### config.mk
export PLATFORM = sky130hd
export DESIGN_NAME = instr_mem_loader
export DESIGN_NICKNAME = d
export VERILOG_FILES = /design/src/rtl/rv32i_defs.sv /design/src/rtl/byte_word_packer.sv /design/src/rtl/instr_mem_loader.sv
export SDC_FILE = /design/constraint.sdc
export NUM_CORES = 1
export LEC_CHECK = 0
export BUFFER_PORTS_ARGS = -buffer_cell sky130_fd_sc_hd__clkbuf_2
export CORE_MARGIN = 8
export CORE_UTILIZATION = 50
export DETAILED_ROUTE_END_ITERATION = 10
export PLACE_DENSITY_LB_ADDON = 0.05
export SETUP_SLACK_MARGIN = 0.1
export SYNTH_ARGS = -nofsm -noshare
export SYNTH_HDL_FRONTEND = slang
export SYNTH_SLANG_ARGS = --single-unit
### constraint.sdc
create_clock -name clk -period 2.9 [get_ports clk]
set_input_delay 0.145 -clock clk [delete_from_list [all_inputs] [get_ports clk]]
set_output_delay 0.145 -clock clk [all_outputs]
set_load 0.005 [all_outputs]
### src/rtl/rv32i_defs.sv
// rtl/rv32i_defs.sv - shared RV32I widths and instruction loader types
package rv32i_defs;

    localparam int InstructionSize = 32;
    localparam int BytesPerInstr   = 4;

    typedef enum logic [1:0] {
        LD_IDLE,
        LD_RECV,
        LD_WRITE,
        LD_DONE
    } loader_state_t;

endpackage

### src/rtl/byte_word_packer.sv
// rtl/byte_word_packer.sv - packs little-endian bytes into one instruction word
module byte_word_packer
    import rv32i_defs::*;
(
    input  logic                       clk,
    input  logic                       rst,
    input  logic                       clear,
    input  logic                       push,
    input  logic [7:0]                 din,
    output logic [InstructionSize-1:0] word,
    output logic                       full
);

    localparam int IdxW = $clog2(BytesPerInstr);

    logic [IdxW-1:0]            idx_q, idx_d;
    logic [InstructionSize-1:0] word_q, word_d;

    // The push that lands in the top lane completes the word this cycle.
    assign full = push && (idx_q == IdxW'(BytesPerInstr - 1));
    assign word = word_q;

    // Clear zeroes every lane so a partial word leaves unfilled lanes at 0x00.
    always_comb begin
        word_d = word_q;
        idx_d  = idx_q;
        if (clear) begin
            word_d = '0;
            idx_d  = '0;
        end else if (push) begin
            word_d[{idx_q, 3'b000} +: 8] = din;
            idx_d                        = idx_q + IdxW'(1);
        end
    end

    // Lane index and buffer registers.
    always_ff @(posedge clk) begin
        if (rst) begin
            idx_q  <= '0;
            word_q <= '0;
        end else begin
            idx_q  <= idx_d;
            word_q <= word_d;
        end
    end

endmodule

### src/rtl/instr_mem_loader.sv
// rtl/instr_mem_loader.sv - byte stream to instruction memory loader with core reset hold
module instr_mem_loader
    import rv32i_defs::*;
#(
    parameter  int NUM_INSTR = 32,
    localparam int ADDR_SIZE = $clog2(NUM_INSTR * 4)
) (
    input  logic                       clk,
    input  logic                       rst,
    input  logic                       start,
    input  logic                       flush,
    input  logic                       byte_valid,
    input  logic [7:0]                 byte_data,
    output logic                       byte_ready,
    output logic                       mem_we,
    output logic [ADDR_SIZE-1:0]       mem_addr,
    output logic [InstructionSize-1:0] mem_wdata,
    output logic                       busy,
    output logic                       done,
    output logic [ADDR_SIZE-2:0]       word_count,
    output logic                       core_rst_hold
);

    localparam int WidxW = ADDR_SIZE - 2;
    localparam int WcW   = ADDR_SIZE - 1;

    loader_state_t    state_q, state_d;
    logic [WidxW-1:0] word_idx_q, word_idx_d;
    logic [WcW-1:0]   word_count_q, word_count_d;
    logic             flush_pend_q, flush_pend_d;
    logic             have_bytes_q, have_bytes_d;
    logic             busy_q, busy_d;
    logic             done_q, done_d;
    logic             hold_q, hold_d;

    logic             accept;
    logic             start_load;
    logic             last_word;
    logic             pk_clear;
    logic             pk_full;
    logic [InstructionSize-1:0] pk_word;

    assign byte_ready = (state_q == LD_RECV);
    assign mem_we     = (state_q == LD_WRITE);
    assign accept     = byte_valid && byte_ready;
    assign start_load = start && ((state_q == LD_IDLE) || (state_q == LD_DONE));
    assign last_word  = (word_idx_q == WidxW'(NUM_INSTR - 1));
    // The buffer is emptied when a load begins and once its word has been written.
    assign pk_clear   = start_load || (state_q == LD_WRITE);

    byte_word_packer u_packer (
        .clk   (clk),
        .rst   (rst),
        .clear (pk_clear),
        .push  (accept),
        .din   (byte_data),
        .word  (pk_word),
        .full  (pk_full)
    );

    assign mem_addr      = {word_idx_q, 2'b00};
    assign mem_wdata     = pk_word;
    assign busy          = busy_q;
    assign done          = done_q;
    assign word_count    = word_count_q;
    assign core_rst_hold = hold_q;

    // Next-state logic: a byte in the same cycle as flush is taken before flush applies.
    always_comb begin
        state_d      = state_q;
        word_idx_d   = word_idx_q;
        word_count_d = word_count_q;
        flush_pend_d = flush_pend_q;
        have_bytes_d = have_bytes_q;
        case (state_q)
            LD_IDLE, LD_DONE: begin
                if (start) begin
                    state_d      = LD_RECV;
                    word_idx_d   = '0;
                    word_count_d = '0;
                    flush_pend_d = 1'b0;
                    have_bytes_d = 1'b0;
                end
            end
            LD_RECV: begin
                if (accept) begin
                    have_bytes_d = 1'b1;
                end
                if (pk_full) begin
                    state_d = LD_WRITE;
                    if (flush) begin
                        flush_pend_d = 1'b1;
                    end
                end else if (flush) begin
                    if (!have_bytes_q && !accept) begin
                        state_d = LD_DONE;
                    end else begin
                        flush_pend_d = 1'b1;
                        state_d      = LD_WRITE;
                    end
                end
            end
            LD_WRITE: begin
                word_idx_d   = word_idx_q + WidxW'(1);
                word_count_d = word_count_q + WcW'(1);
                have_bytes_d = 1'b0;
                flush_pend_d = 1'b0;
                state_d      = (last_word || flush_pend_q) ? LD_DONE : LD_RECV;
            end
            default: begin
                state_d = LD_IDLE;
            end
        endcase
    end

    // Status outputs are registered from the upcoming state so they line up with it.
    always_comb begin
        busy_d = (state_d == LD_RECV) || (state_d == LD_WRITE);
        done_d = (state_d == LD_DONE);
        hold_d = (state_d != LD_DONE);
    end

    // State, counters and status registers; reset aborts any load in flight.
    always_ff @(posedge clk) begin
        if (rst) begin
            state_q      <= LD_IDLE;
            word_idx_q   <= '0;
            word_count_q <= '0;
            flush_pend_q <= 1'b0;
            have_bytes_q <= 1'b0;
            busy_q       <= 1'b0;
            done_q       <= 1'b0;
            hold_q       <= 1'b1;
        end else begin
            state_q      <= state_d;
            word_idx_q   <= word_idx_d;
            word_count_q <= word_count_d;
            flush_pend_q <= flush_pend_d;
            have_bytes_q <= have_bytes_d;
            busy_q       <= busy_d;
            done_q       <= done_d;
            hold_q       <= hold_d;
        end
    end

endmodule
* Yosys cells after proc, flatten, opt, wreduce, memory -nomap -nowiden
Index checks and enable logic that the tools add are counted.
Word-level totals: input port bits 13, memories kept 0, register bits after elaboration 52, output and inout port bits 50, bits in latches 0, bits in writable memories 0, ROM bits 0
Cells by class: div/mod/pow operators 0, reduce and logical (&&, ||, !) cells 17, eq/ne operators 13, multiply operators 0, order comparisons 0, mux-type cells 19, add/sub/neg operators 4, bitwise logic cells 0, shifts and indexed selects 2
Operators with widths (number):
- $bwmux 32 | 1
- $shift 8x7->32 const A | 1
- $shiftx 8x7->32 | 1
- $pmux 6 s2 | 1
- $eq 2x2->1 const B | 5
- $pmux 5 s2 | 1
- $mux 2 | 4
- $mux 1 | 7
- $neg 5->7 | 1
- $add 6x1->6 const B | 1
- $mux 6 | 1
- $ne 2x2->1 const B | 3
- $pmux 1 s3 | 2
- $pmux 2 s3 | 1
- $add 5x1->5 const B | 1
- $eq 5x5->1 const B | 1
- $mux 5 | 1
- $eq 2x1->1 const B | 2
- $logic_and 1x1->1 | 4
- $logic_or 1x1->1 | 4
- $reduce_and 2->1 | 2
- $reduce_or 2->1 | 2
- $ne 3x3->1 const B | 1
- $reduce_and 3->1 | 1
- 5 further kinds | 6

* Logic depth before layout (Yosys ltp)
word-level depth 10, depth in mapped cells 8

* Cells and area by module
From an unflattened synthesis, not the netlist that was laid out.
Second synthesis, totals: cell total of the unflattened synthesis 241, area, all modules 2234.6 µm²
By module, submodules not included:
- byte_word_packer | sequential area each 680.7 µm², area an instance 1350.0 µm², instances 1, cells each 141
- instr_mem_loader | sequential area each 360.3 µm², area an instance 884.6 µm², instances 1, cells each 100

* Worst setup path before layout
No wires, ideal clock.
kind flip-flop to flip-flop, start reg word_idx_q[0], end reg busy_q, in the netlist busy, clock period less this slack 2.060 ns, stages on the path, launching flop included 9, path buffers 0, data required time 2.772 ns, arrival 1.932 ns, path slack 0.840 ns, cell sequence dfxtp_1 ha_1 and3_1 ha_1 or2_2 a221oi_1 inv_1 ha_1 nor2b_1
Between the ends: longest elaborated chain between the ends 6, elaborated cells on any way between the ends 7, those cells by class eq/ne: 3; mux: 2; reduce/logical: 2
RTL lines:
- from (decl) | line instr_mem_loader.sv:28 | logic [WidxW-1:0] word_idx_q, word_idx_d;
- from (signal assigned) | line instr_mem_loader.sv:136 | word_idx_q <= word_idx_d;
- $eq 5x5->1 (*) | line instr_mem_loader.sv:47 | assign last_word = (word_idx_q == WidxW'(NUM_INSTR - 1));
- $logic_or 1x1->1 (*) | line instr_mem_loader.sv:108 | state_d = (last_word || flush_pend_q) ? LD_DONE : LD_RECV;
- $mux 2 (*) | line instr_mem_loader.sv:108
- $pmux 2 s3 (*) | line instr_mem_loader.sv:75 | case (state_q)
- $eq 2x1->1 / $eq 2x2->1 (equally long branches) | line instr_mem_loader.sv:118 | busy_d = (state_d == LD_RECV) || (state_d == LD_WRITE);
- $logic_or 1x1->1 (*) | line instr_mem_loader.sv:118
- named net busy_d | line instr_mem_loader.sv:32 | logic busy_q, busy_d;
- to (signal assigned) | line instr_mem_loader.sv:140 | busy_q <= busy_d;
- to (decl) | line instr_mem_loader.sv:32
Mark *: on every way through the listed nets, which the timed path passes. The rest lies on a longest branch. A chain may end at the register's enable or synchronous reset.

* Worst setup path in the final report
Same ends and word-level chain as after synthesis.

==> results.sh <==
export IMPL_hold_viol=0
export IMPL_drive_gt1_frac=0.2424
export IMPL_yosys_most_used_dff="dfxtp_1"
export IMPL_end_kind="flop"
export IMPL_fmax_mhz=460.5
export IMPL_num_antenna_cells=0
export IMPL_numPlacedInstances=341
export IMPL_clkPwrFrac=0.359
export IMPL_synth_top_area_frac=0.4765
export IMPL_p_seq_frac=0.513
export IMPL_hold_class="in2reg"
export IMPL_die_height_um=82.10
export IMPL_synth_most_common_cell="dfxtp_1"
export IMPL_viasPerCell=5.590
export IMPL_whs_path_depth=3
export IMPL_grt_usage=0.1621
export IMPL_power_static_leakage_nw=1.107
export IMPL_root_buffer="clkbuf_8"
export IMPL_die_area_mm2=0.006740
export IMPL_vdd_ir_drop_max_mv=0.2797
export IMPL_io_pins=63
export IMPL_fin_nets=320
export IMPL_synth_edf_count=0
export IMPL_vias=1951
export IMPL_critPathArrivalTime_ns=2.36
export IMPL_grt_pass1_wl_um=8480
export IMPL_postRouteAntennaNets=0
export IMPL_die_w_um=82.10
export IMPL_relSlewSlack=0.6110
export IMPL_grt_pass1_vias=1759
export IMPL_max_cap_violations=0
export IMPL_drtIter0Drc=124
export IMPL_area_growth_pct=19.82
export IMPL_fin_skew_ns=0.008547
export IMPL_cts_setup_buffers=0
export IMPL_crit_type="reg2reg"
export IMPL_rsz0062_at_grt="no"
export IMPL_worst_ep_required_time_ns=3.09
export IMPL_syn_area_per_cell_um2=8.990
export IMPL_antenna_found_initial=0
export IMPL_fin_tns_setup_ns=0
export IMPL_power_w=0.001445
export IMPL_path_clk_slew_ns=0.09
export IMPL_start_util=0.5087
export IMPL_grt_overflow=0
export IMPL_combPwrFrac=0.128
export IMPL_status="complete, no violations"
export IMPL_ff2ff_path_depth=8
export IMPL_ys_seq_area_frac=0.4765
export IMPL_hold_buffers=0
export IMPL_yosys_top_cells_count="dfxtp_1, nor2_1, a32oi_1"
export IMPL_drt_pass1_iterations=4
export IMPL_yosysWarnings=0
export IMPL_ys_async_sr_fraction=0
export IMPL_cellPowerDensity_mw_per_mm2=552.0
export IMPL_core_rowCount=24
export IMPL_grt_max_degree=35
export IMPL_worstPathMaxFanout=5
export IMPL_worstMarginPinSlew_ns=0.5830
export IMPL_fin_crit_ns=2.172
export IMPL_switching_share=0.2538
export IMPL_clock_path_buffers=2
export IMPL_final_cells=349
export IMPL_routedWlPerCell_um=15.22
export IMPL_setup_viol=0
export IMPL_slew_violations=0
export IMPL_post_route_period_util=0.7489
export IMPL_start_kind="flop"
export IMPL_syn_area_mm2=0.002185
export IMPL_syn_inst=243
export IMPL_internal_power_w=0.001078
export IMPL_core_area_mm2=0.004294
export IMPL_ys_top_cells_by_area="dfxtp_1, a32oi_1, ha_1, nor2_1, a21oi_1"
export IMPL_gp_congestion=0.8172
export IMPL_fillCellCount=416
export IMPL_wirelength_um=5312
export IMPL_clock_sinks=52
export IMPL_p_switching_w=0.0003667
export IMPL_portBuffers=60
export IMPL_post_synth_top_area_cell="dfxtp_1"
export IMPL_cts_resized=0
export IMPL_clock_latency_ns=0.30
export IMPL_cts_tree="yes"
export IMPL_yosys_register_bits=52
export IMPL_ys_types=39
export IMPL_dp_hpwl_um=3732
export IMPL_cts_made_buffers=5
export IMPL_drc=0
export IMPL_htreeDepth=2
[per-layer routing]
layer,wire [um],GRT usage,up-vias
met4,105,0.07544,0
li1,-,-,983
met3,315,0.04113,9
met5,0,0,-
met1,2563,0.2181,907
met2,2329,0.2376,52
[kinds of logic (layout without fill, tap and decap cells)]
family          Yosys count  count (layout)  share of synthesized area
fa+ha+maj                11              11                    0.06300
xor+xnor                  1               1                   0.004010
flops                    52              52                     0.4765
other cells               1               2                   0.001717
mux                       1               1                   0.004582
buf+inv                  27              80                    0.05212
simple gates             88              88                     0.1965
compound gates           62              62                     0.2016
[layout by cell type, fill, tap and decap left out, types with 3 or more instances in the layout]
cell type / synthesis / final
inv_1: 9 / 9
and3b_1: 3 / 3
nand3_1: 15 / 15
a21oi_1: 19 / 19
dfxtp_1: 52 / 52
or3_1: 4 / 4
a32oi_1: 27 / 27
nand2_1: 17 / 17
ha_1: 11 / 11
clkbuf_8: 0 / 6
nor2b_1: 3 / 3
nor2_1: 32 / 32
clkbuf_2: 0 / 60
buf_4: 2 / 3
o21ai_0: 5 / 5
[power groups by stage]
stage / Sequential (W) / Combinational [W] / Clock [W]
detailed placement: 0.000758 / 0.000185 / 0
global route: 0.000745 / 0.000208 / 0.000558
floorplan: 0.000757 / 0.000123 / 0
finish: 0.000742 / 0.000185 / 0.000518
global placement: 0.000758 / 0.000183 / 0
CTS: 0.000742 / 0.000186 / 0.000532
[through the flow]
step,setup slack (ns),utilization,hold WS [ns],area [um2]
finish,0.7283,0.6096,0.1425,2618
detailed placement,0.7378,0.5813,0.4437,2496
global route,0.5945,0.6096,0.1410,2618
floorplan,0.8401,-,0.2937,2188
CTS,0.7240,0.6096,0.1395,2618
global placement,0.7917,0.5813,0.4377,2496
[area by class of cell]
cell class / instances / area, um2 / share of cell area
clock inverters: 2 / 38.79 / 0.01482
inverters: 9 / 33.78 / 0.01291
well taps: 52 / 65.06 / 0.02486
clock buffers: 6 / 82.58 / 0.03155
repair buffers: 63 / 322.8 / 0.1233
multi-input cells: 165 / 1033 / 0.3948
flip-flops and latches: 52 / 1041 / 0.3977
[worst paths after layout]
kind / start / endpoint / slack (ns)
max: word_idx_q[0]$_SDFFE_PP0P_ / busy$_SDFF_PP0_ / 0.73
min: byte_data[6] / u_packer.word[6]$_SDFFE_PP0P_ / 0.14
max reg2reg: word_idx_q[0]$_SDFFE_PP0P_ / busy$_SDFF_PP0_ / 0.73
min reg2reg: u_packer.word[5]$_SDFFE_PP0P_ / u_packer.word[5]$_SDFFE_PP0P_ / 0.46
[critical path, stage by stage, from the launching register on]
cell	delay (ns)
dfxtp_1	0.35
ha_1	0.21
and3_1	0.18
ha_1	0.17
or2_2	0.27
a221oi_1	0.38
inv_1	0.09
ha_1	0.29
nor2b_1	0.12
[state kept, by name (all words and copies together), names as in the netlist]
signal	cells
have_bytes_q	1
state_q	2
u_packer.idx_q	2
u_packer.word	32
flush_pend_q	1
done	1
word_count	6
word_idx_q	5
busy	1
core_rst_hold	1
Note: power is estimated with default switching activity, not from simulation.
